===== config.mk =====
export PLATFORM = sky130hd
export DESIGN_NAME = regfile_access_sequencer_flat
export DESIGN_NICKNAME = d
export VERILOG_FILES = /design/src/rtl/regfile_access_sequencer_if.sv /design/src/rtl/regfile_access_sequencer.sv /design/src/flat_wrapper.sv
export SDC_FILE = /design/constraint.sdc
export NUM_CORES = 1
export LEC_CHECK = 0
export ABC_CLOCK_PERIOD_IN_PS = 3300
export CORE_MARGIN = 2
export CORE_UTILIZATION = 45
export DETAILED_ROUTE_END_ITERATION = 10
export MAX_ROUTING_LAYER = met4
export PLACE_DENSITY = 0.83
export SETUP_SLACK_MARGIN = 0.15
export SYNTH_ARGS = -nofsm -noshare
export SYNTH_HDL_FRONTEND = slang
export SYNTH_SLANG_ARGS = --single-unit

===== constraint.sdc =====
create_clock -name clk -period 3.3 [get_ports clk]
set_clock_uncertainty 0.2 [all_clocks]
set_input_delay 0.66 -clock clk [delete_from_list [all_inputs] [get_ports clk]]
set_output_delay 0.66 -clock clk [all_outputs]
set_load 0.03 [all_outputs]

===== src/rtl/regfile_access_sequencer_if.sv =====
// Bundle of every handshake and register-file signal around the sequencer.
//   master : the sequencer side (takes requests/results, drives readies,
//            status flags and all register-file controls)
//   slave  : the requester / register-file side (the mirror image)
// Signals:
//   alu_req_*        ALU pipeline request (valid/ready, func, rs1, rs2, rd)
//   alu_operands_vld register file read ports hold rs1/rs2 this cycle
//   alu_result*      ALU result handshake
//   mem_req_*        load/store request (valid/ready, is_load, reg, load data)
//   mem_store_valid  register file read_data_reg holds store data this cycle
//   alu_timeout      sticky abort flag, cleared by err_clear
//   busy             an operation is in flight
//   rf_*             register file opcode, addresses, write data, write enable
interface regfile_access_sequencer_if #(
  parameter int DATA_WIDTH = 16,
  parameter int ADDR_WIDTH = 4
);
  logic                  alu_req_valid;
  logic                  alu_req_ready;
  logic [11:0]           alu_req_func;
  logic [ADDR_WIDTH-1:0] alu_req_rs1;
  logic [ADDR_WIDTH-1:0] alu_req_rs2;
  logic [ADDR_WIDTH-1:0] alu_req_rd;
  logic                  alu_operands_vld;
  logic                  alu_result_valid;
  logic [DATA_WIDTH-1:0] alu_result;
  logic                  mem_req_valid;
  logic                  mem_req_ready;
  logic                  mem_req_is_load;
  logic [ADDR_WIDTH-1:0] mem_req_reg;
  logic [DATA_WIDTH-1:0] mem_load_data;
  logic                  mem_store_valid;
  logic                  alu_timeout;
  logic                  err_clear;
  logic                  busy;
  logic [15:0]           rf_opcode;
  logic [ADDR_WIDTH-1:0] rf_addr_1;
  logic [ADDR_WIDTH-1:0] rf_addr_2;
  logic [ADDR_WIDTH-1:0] rf_addr_3;
  logic [DATA_WIDTH-1:0] rf_write_data;
  logic                  rf_write_enable;

  modport master (
    input  alu_req_valid, alu_req_func, alu_req_rs1, alu_req_rs2, alu_req_rd,
           alu_result_valid, alu_result, mem_req_valid, mem_req_is_load,
           mem_req_reg, mem_load_data, err_clear,
    output alu_req_ready, alu_operands_vld, mem_req_ready, mem_store_valid,
           alu_timeout, busy, rf_opcode, rf_addr_1, rf_addr_2, rf_addr_3,
           rf_write_data, rf_write_enable
  );

  modport slave (
    output alu_req_valid, alu_req_func, alu_req_rs1, alu_req_rs2, alu_req_rd,
           alu_result_valid, alu_result, mem_req_valid, mem_req_is_load,
           mem_req_reg, mem_load_data, err_clear,
    input  alu_req_ready, alu_operands_vld, mem_req_ready, mem_store_valid,
           alu_timeout, busy, rf_opcode, rf_addr_1, rf_addr_2, rf_addr_3,
           rf_write_data, rf_write_enable
  );
endinterface


===== src/rtl/regfile_access_sequencer.sv =====
// Shares a 16x16 dual-read register file between the ALU pipeline and the
// RAM load/store unit. Round-robin arbitration, one operation in flight,
// every register-file control and every output comes straight from a flop.
// Ports:
//   clk   clock, all state on the rising edge
//   reset asynchronous, active-low (0 = reset)
//   bus   regfile_access_sequencer_if.master (requests, status, rf controls)
module regfile_access_sequencer #(
  parameter int DATA_WIDTH     = 16,
  parameter int ADDR_WIDTH     = 4,
  parameter int TIMEOUT_CYCLES = 255
) (
  input logic clk,
  input logic reset,
  regfile_access_sequencer_if.master bus
);

  localparam logic [15:0] OPC_LOAD     = 16'h9200;
  localparam logic [15:0] OPC_STORE    = 16'h9100;
  localparam logic [7:0]  TIMEOUT_LAST = 8'(TIMEOUT_CYCLES - 1);

  typedef enum logic [2:0] {IDLE, ALU_RD, ALU_WAIT, ALU_WB, MEM_LD, MEM_ST} state_t;

  state_t                state_reg, state_next;
  logic                  alu_ready_reg, alu_ready_next;
  logic                  mem_ready_reg, mem_ready_next;
  logic                  last_mem_reg, last_mem_next;   // 1: last grant went to MEM
  logic [7:0]            count_reg, count_next;
  logic                  timeout_reg, timeout_next;
  logic                  busy_reg, busy_next;
  logic                  operands_vld_reg, operands_vld_next;
  logic                  store_valid_reg, store_valid_next;
  logic [15:0]           opcode_reg, opcode_next;
  logic [ADDR_WIDTH-1:0] addr1_reg, addr1_next;
  logic [ADDR_WIDTH-1:0] addr2_reg, addr2_next;
  logic [ADDR_WIDTH-1:0] addr3_reg, addr3_next;
  logic [DATA_WIDTH-1:0] wdata_reg, wdata_next;
  logic                  we_reg, we_next;
  logic [11:0]           func_reg, func_next;
  logic [ADDR_WIDTH-1:0] rd_reg, rd_next;
  logic                  timeout_event;

  always_comb begin
    state_next        = state_reg;
    alu_ready_next    = 1'b0;
    mem_ready_next    = 1'b0;
    last_mem_next     = last_mem_reg;
    count_next        = count_reg;
    func_next         = func_reg;
    rd_next           = rd_reg;
    timeout_event     = 1'b0;
    operands_vld_next = 1'b0;
    store_valid_next  = 1'b0;
    opcode_next       = 16'h0000;
    addr1_next        = '0;
    addr2_next        = '0;
    addr3_next        = '0;
    wdata_next        = '0;
    we_next           = 1'b0;

    case (state_reg)
      IDLE: begin
        if (alu_ready_reg && bus.alu_req_valid) begin
          state_next        = ALU_RD;
          last_mem_next     = 1'b0;
          func_next         = bus.alu_req_func;
          rd_next           = bus.alu_req_rd;
          opcode_next       = {4'b0001, bus.alu_req_func};
          addr1_next        = bus.alu_req_rs1;
          addr2_next        = bus.alu_req_rs2;
          addr3_next        = bus.alu_req_rd;
          operands_vld_next = 1'b1;
        end else if (mem_ready_reg && bus.mem_req_valid) begin
          last_mem_next = 1'b1;
          addr3_next    = bus.mem_req_reg;
          if (bus.mem_req_is_load) begin
            state_next  = MEM_LD;
            opcode_next = OPC_LOAD;
            wdata_next  = bus.mem_load_data;
            we_next     = 1'b1;
          end else begin
            state_next       = MEM_ST;
            opcode_next      = OPC_STORE;
            store_valid_next = 1'b1;
          end
        end else if (!alu_ready_reg && !mem_ready_reg) begin
          // Ready is a registered offer; a withdrawn offer re-arbitrates
          // one cycle later instead of being re-issued immediately.
          if (bus.alu_req_valid && (!bus.mem_req_valid || last_mem_reg)) begin
            alu_ready_next = 1'b1;
          end else if (bus.mem_req_valid) begin
            mem_ready_next = 1'b1;
          end
        end
      end
      ALU_RD: begin
        state_next  = ALU_WAIT;
        count_next  = 8'd0;
        opcode_next = {4'b0001, func_reg};
      end
      ALU_WAIT: begin
        // A result arriving in the final wait cycle still beats the abort.
        if (bus.alu_result_valid) begin
          state_next  = ALU_WB;
          opcode_next = {4'b0001, func_reg};
          addr3_next  = rd_reg;
          wdata_next  = bus.alu_result;
          we_next     = 1'b1;
        end else if (count_reg == TIMEOUT_LAST) begin
          state_next    = IDLE;
          timeout_event = 1'b1;
        end else begin
          count_next  = count_reg + 8'd1;
          opcode_next = {4'b0001, func_reg};
        end
      end
      ALU_WB, MEM_LD, MEM_ST: state_next = IDLE;
      default: state_next = IDLE;
    endcase

    busy_next = (state_next != IDLE);
    // A new abort takes priority over a simultaneous clear.
    if (timeout_event) begin
      timeout_next = 1'b1;
    end else if (bus.err_clear) begin
      timeout_next = 1'b0;
    end else begin
      timeout_next = timeout_reg;
    end
  end

  always_ff @(posedge clk or negedge reset) begin
    if (!reset) begin
      state_reg        <= IDLE;
      alu_ready_reg    <= 1'b0;
      mem_ready_reg    <= 1'b0;
      last_mem_reg     <= 1'b1;
      count_reg        <= 8'd0;
      timeout_reg      <= 1'b0;
      busy_reg         <= 1'b0;
      operands_vld_reg <= 1'b0;
      store_valid_reg  <= 1'b0;
      opcode_reg       <= 16'h0000;
      addr1_reg        <= '0;
      addr2_reg        <= '0;
      addr3_reg        <= '0;
      wdata_reg        <= '0;
      we_reg           <= 1'b0;
      func_reg         <= 12'h000;
      rd_reg           <= '0;
    end else begin
      state_reg        <= state_next;
      alu_ready_reg    <= alu_ready_next;
      mem_ready_reg    <= mem_ready_next;
      last_mem_reg     <= last_mem_next;
      count_reg        <= count_next;
      timeout_reg      <= timeout_next;
      busy_reg         <= busy_next;
      operands_vld_reg <= operands_vld_next;
      store_valid_reg  <= store_valid_next;
      opcode_reg       <= opcode_next;
      addr1_reg        <= addr1_next;
      addr2_reg        <= addr2_next;
      addr3_reg        <= addr3_next;
      wdata_reg        <= wdata_next;
      we_reg           <= we_next;
      func_reg         <= func_next;
      rd_reg           <= rd_next;
    end
  end

  assign bus.alu_req_ready    = alu_ready_reg;
  assign bus.mem_req_ready    = mem_ready_reg;
  assign bus.alu_operands_vld = operands_vld_reg;
  assign bus.mem_store_valid  = store_valid_reg;
  assign bus.alu_timeout      = timeout_reg;
  assign bus.busy             = busy_reg;
  assign bus.rf_opcode        = opcode_reg;
  assign bus.rf_addr_1        = addr1_reg;
  assign bus.rf_addr_2        = addr2_reg;
  assign bus.rf_addr_3        = addr3_reg;
  assign bus.rf_write_data    = wdata_reg;
  assign bus.rf_write_enable  = we_reg;

endmodule


===== src/flat_wrapper.sv =====
// flat-port wrapper written by rule: the top's interface ports become plain ports
module regfile_access_sequencer_flat 
#(
  parameter int DATA_WIDTH     = 16,
  parameter int ADDR_WIDTH     = 4,
  parameter int TIMEOUT_CYCLES = 255
)
  (clk, reset, bus_alu_req_valid, bus_alu_req_func, bus_alu_req_rs1, bus_alu_req_rs2, bus_alu_req_rd, bus_alu_result_valid, bus_alu_result, bus_mem_req_valid, bus_mem_req_is_load, bus_mem_req_reg, bus_mem_load_data, bus_err_clear, bus_alu_req_ready, bus_alu_operands_vld, bus_mem_req_ready, bus_mem_store_valid, bus_alu_timeout, bus_busy, bus_rf_opcode, bus_rf_addr_1, bus_rf_addr_2, bus_rf_addr_3, bus_rf_write_data, bus_rf_write_enable);
  regfile_access_sequencer_if #(.DATA_WIDTH(DATA_WIDTH), .ADDR_WIDTH(ADDR_WIDTH)) bus_i ();
  input logic clk;
  input logic reset;
  input wire logic [$bits(bus_i.alu_req_valid)-1:0] bus_alu_req_valid;
  input wire logic [$bits(bus_i.alu_req_func)-1:0] bus_alu_req_func;
  input wire logic [$bits(bus_i.alu_req_rs1)-1:0] bus_alu_req_rs1;
  input wire logic [$bits(bus_i.alu_req_rs2)-1:0] bus_alu_req_rs2;
  input wire logic [$bits(bus_i.alu_req_rd)-1:0] bus_alu_req_rd;
  input wire logic [$bits(bus_i.alu_result_valid)-1:0] bus_alu_result_valid;
  input wire logic [$bits(bus_i.alu_result)-1:0] bus_alu_result;
  input wire logic [$bits(bus_i.mem_req_valid)-1:0] bus_mem_req_valid;
  input wire logic [$bits(bus_i.mem_req_is_load)-1:0] bus_mem_req_is_load;
  input wire logic [$bits(bus_i.mem_req_reg)-1:0] bus_mem_req_reg;
  input wire logic [$bits(bus_i.mem_load_data)-1:0] bus_mem_load_data;
  input wire logic [$bits(bus_i.err_clear)-1:0] bus_err_clear;
  output wire logic [$bits(bus_i.alu_req_ready)-1:0] bus_alu_req_ready;
  output wire logic [$bits(bus_i.alu_operands_vld)-1:0] bus_alu_operands_vld;
  output wire logic [$bits(bus_i.mem_req_ready)-1:0] bus_mem_req_ready;
  output wire logic [$bits(bus_i.mem_store_valid)-1:0] bus_mem_store_valid;
  output wire logic [$bits(bus_i.alu_timeout)-1:0] bus_alu_timeout;
  output wire logic [$bits(bus_i.busy)-1:0] bus_busy;
  output wire logic [$bits(bus_i.rf_opcode)-1:0] bus_rf_opcode;
  output wire logic [$bits(bus_i.rf_addr_1)-1:0] bus_rf_addr_1;
  output wire logic [$bits(bus_i.rf_addr_2)-1:0] bus_rf_addr_2;
  output wire logic [$bits(bus_i.rf_addr_3)-1:0] bus_rf_addr_3;
  output wire logic [$bits(bus_i.rf_write_data)-1:0] bus_rf_write_data;
  output wire logic [$bits(bus_i.rf_write_enable)-1:0] bus_rf_write_enable;
  assign bus_i.alu_req_valid = bus_alu_req_valid;
  assign bus_i.alu_req_func = bus_alu_req_func;
  assign bus_i.alu_req_rs1 = bus_alu_req_rs1;
  assign bus_i.alu_req_rs2 = bus_alu_req_rs2;
  assign bus_i.alu_req_rd = bus_alu_req_rd;
  assign bus_i.alu_result_valid = bus_alu_result_valid;
  assign bus_i.alu_result = bus_alu_result;
  assign bus_i.mem_req_valid = bus_mem_req_valid;
  assign bus_i.mem_req_is_load = bus_mem_req_is_load;
  assign bus_i.mem_req_reg = bus_mem_req_reg;
  assign bus_i.mem_load_data = bus_mem_load_data;
  assign bus_i.err_clear = bus_err_clear;
  assign bus_alu_req_ready = bus_i.alu_req_ready;
  assign bus_alu_operands_vld = bus_i.alu_operands_vld;
  assign bus_mem_req_ready = bus_i.mem_req_ready;
  assign bus_mem_store_valid = bus_i.mem_store_valid;
  assign bus_alu_timeout = bus_i.alu_timeout;
  assign bus_busy = bus_i.busy;
  assign bus_rf_opcode = bus_i.rf_opcode;
  assign bus_rf_addr_1 = bus_i.rf_addr_1;
  assign bus_rf_addr_2 = bus_i.rf_addr_2;
  assign bus_rf_addr_3 = bus_i.rf_addr_3;
  assign bus_rf_write_data = bus_i.rf_write_data;
  assign bus_rf_write_enable = bus_i.rf_write_enable;
  regfile_access_sequencer #(.DATA_WIDTH(DATA_WIDTH), .ADDR_WIDTH(ADDR_WIDTH), .TIMEOUT_CYCLES(TIMEOUT_CYCLES)) u_core (.clk(clk), .reset(reset), .bus(bus_i));
endmodule

After elaboration in Yosys (flattened, before gate mapping)
Index checks and enable logic that the tools add are counted.
- add/sub/neg operators: 1
- eq/ne operators: 5
- multiplexer cells: 57
- reductions and logical operators: 16
- operator list (kind ; count):
    two-way mux 16 bit ; 7
    case mux 16 bit (3 select lines) ; 1
    case mux 16 bit (2 select lines) ; 1
    two-way mux 1 bit ; 29
    two-way mux 4 bit ; 7
    two-way mux 8 bit ; 2
    case mux 8 bit (2 select lines) ; 1
    two-way mux 13 bit ; 1
    two-way mux 3 bit ; 4
    two-way mux 10 bit ; 1
    case mux 3 bit (3 select lines) ; 1
    adder 8 x 1 -> 8 bit (second input constant) ; 1
    == test 8 bit (second input constant) ; 1
    case mux 4 bit (2 select lines) ; 1
    nonzero test 2 bit ; 3
    logical AND 1 bit ; 4
    != test 2 bit (second input constant) ; 2
    AND reduction 2 bit ; 2
    == test 3 x 1 -> 1 bit (second input constant) ; 1
    == test 3 x 2 -> 1 bit (second input constant) ; 1
    zero test 1 bit ; 3
    zero test 3 bit ; 1
    AND reduction 3 bit ; 1
    nonzero test 3 bit ; 1
    other kinds (2) ; 2
- register bits: 79
- bits of input ports: 67
- output and inout port bits: 51

Longest topological paths before layout
- depth after elaboration: 8
- gate-level depth with buffers: 7

Least setup slack after synthesis
No wires, ideal clock.
- path type: input to register
- start: input port bus_alu_result_valid
- end: register u_core.count_reg[7]
- setup time: 0.079 ns
- arrival: 1.782 ns
- slack: 1.239 ns
- cell stages on the path: 4
- path buffers: 0
- cell sequence: nor4b_1 > and4_1 > and3_1 > mux2i_1
- longest elaborated chain between the ends: 2
- ends and longest elaborated chain (item ; line ; source):
    from (decl) ; flat_wrapper.sv:17 ; input wire logic [$bits(bus_i.alu_result_valid)-1:0] bus_alu_result_valid;
    != test 2 bit (no line) ; - ;
    AND reduction 3 bit (no line) ; - ;
    to (signal assigned) ; regfile_access_sequencer.sv:156 ; count_reg <= count_next;
    to (decl) ; regfile_access_sequencer.sv:28 ; logic [7:0] count_reg, count_next;
No other way between the ends.
A chain may end at the register's enable or synchronous reset.

Worst setup path in the final report
Ends and elaborated chain as after synthesis.

==> impl_metrics.tcl <==
set metrics [dict create \
    status "finished, final reports clean" \
    timing.hold.ws_ps 263 \
    critical_path_class "input pin to register" \
    timing.max_cap.violations 0 \
    largest_register_ff_count 16 \
    cts_buffers 9 \
    port_buffers 115 \
    cp_data_required_time_ps 3350 \
    worst_setup_hold_path_clk_slew_ps 70 \
    final.setup.tns_ps 0 \
    ctsHtreeMaxLevel 3 \
    route.final.wire_length_um 6310 \
    route.detailed.vias_per_inst 5.21 \
    synth_area_per_cell_sq_um 13.6 \
    route.vias.total 2182 \
    seq_cells_post_synth 77 \
    number_of_antenna_diodes 0 \
    globalRoute.totalOverflow 0 \
    post_synth_instance_area_sq_um 2970 \
    num_rows 29 \
    r2r.worst_path.cells 4 \
    report.final.setup_viol 0 \
    timing.final.max_slew_violations 0 \
    crit_path_start_kind "input pin" \
    power_per_unit_of_standard_cell_area_nw_per_um2 751 \
    crit_arrival_ps 2540 \
    die_area_sq_um 7270 \
    static-leakage-power_uw 0.00198 \
    max_slew.worst_pin.slew_ps 928 \
    maxSlewHeadroom 0.381 \
    grt_max_degree 78 \
    number_of_global_route_vias_before_repair 2063 \
    final_hold_vio_count 0 \
    grt_use_total 0.180 \
    antenna_found_initial 0 \
    layout_overhead_on_the_synthesized_area_pct 47.7 \
    r2r_start "u_core.state_reg[0]" \
    worst_voltage_drop_across_the_vdd_grid_mv 0.439 \
    crit-reg2reg-capture "u_core.func_reg[1]" \
    initialDrtViolationCount 98 \
    drt_first_pass_iters 5 \
    yosys_warnings 0 \
    synth_cell_types 42 \
    grt_first_pass_wirelength_um 9890 \
    path_max_fanout 5 \
    post-route-drc-count 0 \
    post_cts_hold_buffer_count 0 \
    timing.fmax_mhz 401 \
    clock_sink_count 77 \
    ant_nets 0 \
    die_width_um 85.3 \
    post_cts_buffers 0 \
    die_height_um 85.3 \
    dp_cells 404 \
    min_period_over_period 0.755 \
    synth_sequential_area_ratio 0.649 \
    cts_buffer_depth 2 \
    postLayoutCellArea_sq_um 4390 \
    layoutNonFillerInstCount 419 \
    place_congestion 0.805 \
    core_sq_um 6390 \
    floorplan.initialDensity 0.466 \
    clk_latency_ps 330 \
    rsz0062_at_grt "false" \
    post-dp-hpwl_um 4540 \
    setup.reg_to_reg.worst_slack_ps 1030 \
    dpl-instance-area_sq_um 4180 \
    tritoncts "built" \
    worstHoldPathType "input pin to asynchronous set/reset pin" \
    synthesis.instances 219 \
    post_cts_resize_count 0 \
    ctsRootBufferMaster "clkbuf_8" \
    floorplan.io_pins 118 \
    min_cycle_time_layout_ps 2490 \
    nNetsFinal 407 \
    drive_above_1_share 0.120 \
    category_of_the_worst_setup_path_capture_point "register" \
    post_drt_wl_per_cell_um 15.1 \
]
cell type report:
cell class | count | area, sq um
Fill cell | 485 | 2000
Inverter | 9 | 33.8
Clock buffer | 11 | 141
Timing Repair Buffer | 119 | 1190
Tap cell | 77 | 96.3
Multi-Input combinational cell | 122 | 927
Sequential cell | 77 | 1930
Clock inverter | 4 | 72.6
cells in the mapped netlist, drive strengths merged:
library cell / number / area, sq um
buf: 9 / 81.3
inv: 9 / 33.8
a31oi: 3 / 18.8
nand3: 3 / 15.0
o21ai: 9 / 45.0
nor3: 1 / 5.00
mux2i: 2 / 20.0
and2: 10 / 65.1
and4: 1 / 8.76
nor4b: 1 / 8.76
nor2: 6 / 25.0
or2: 1 / 6.26
nor2b: 1 / 6.26
nand4: 2 / 12.5
clkbuf: 3 / 11.3
ha: 2 / 25.0
o22ai: 1 / 6.26
dfrtp: 76 / 1900
or3b: 1 / 8.76
mux2: 16 / 180
nand2: 11 / 41.3
or3: 4 / 25.0
and3: 3 / 18.8
o32ai: 2 / 17.5
a22o: 26 / 228
a311oi: 1 / 8.76
nor4: 2 / 12.5
a222oi: 4 / 40.0
o21a: 1 / 7.51
a221o: 2 / 20.0
conb: 1 / 3.75
nor3b: 3 / 33.8
a21oi: 1 / 5.00
dfstp: 1 / 26.3
logic make-up (layout without fill, tap and decap cells):
logic type	after synthesis	in the layout	synth area share
DFF	77	77	0.649
AOI/OAI and AO/OA	50	50	0.133
and+or+nand+nor	50	50	0.0985
buffers and inverters	21	143	0.0425
muxes	18	18	0.0673
adders and majority gates	2	2	0.00842
other	1	2	0.00126
per-stage QoR:
stage / power (uW) / util / worst slack (ps)
after global placement: 2520 / 0.654 / 651
after global routing: 3480 / 0.688 / 673
final: 3300 / 0.688 / 808
after floorplan: 2080 / - / 1240
after detailed placement: 2570 / 0.654 / 529
after CTS: 3330 / 0.688 / 873
power breakdown:
part	switching [uW]	internal, uW
logic	643	565
clock network	314	442
registers	121	1210
worst max-delay path by stage:
stage                          from                   to  slack [ps]  cells past startpoint
2_1_floorplan  bus_alu_result_valid  u_core.count_reg[7]        1240                      4
3_3_place_gp   bus_alu_result_valid  u_core.count_reg[7]         650                      5
3_5_place_dp   bus_alu_result_valid  u_core.count_reg[7]         530                      5
4_1_cts        bus_alu_result_valid  u_core.count_reg[7]         870                      5
5_1_grt        bus_alu_result_valid  u_core.count_reg[5]         670                      5
6_report       bus_alu_result_valid  u_core.count_reg[7]         810                      5
critical path: stages:
cell	delay, ps
clkdlybuf4s50_1	470
nor4b_1	670
and4_1	360
and3_1	190
mux2i_1	180
per-layer routing:
| metal | up-vias | global-route usage | share of wire |
|---|---|---|---|
| met1 | 1058 | 0.230 | 0.42 |
| met4 | 0 | 0.0563 | 0.0084 |
| li1 | 1030 | - | - |
| met2 | 88 | 0.279 | 0.48 |
| met5 | - | - | 0 |
| met3 | 6 | 0.0545 | 0.089 |
cell usage in the layout (no fill, tap or decap), drive strengths merged, types with 3 or more instances in the layout:
master and count:
clkdlybuf4s50 114, dfrtp 76, a22o 26, mux2 16
nand2 11, clkbuf 11, and2 10, inv 9
o21ai 9, nor2 6, buf 5, or3 4
a222oi 4, nand3 3, and3 3, a31oi 3
nor3b 3
(Power assumes the default switching activity.)
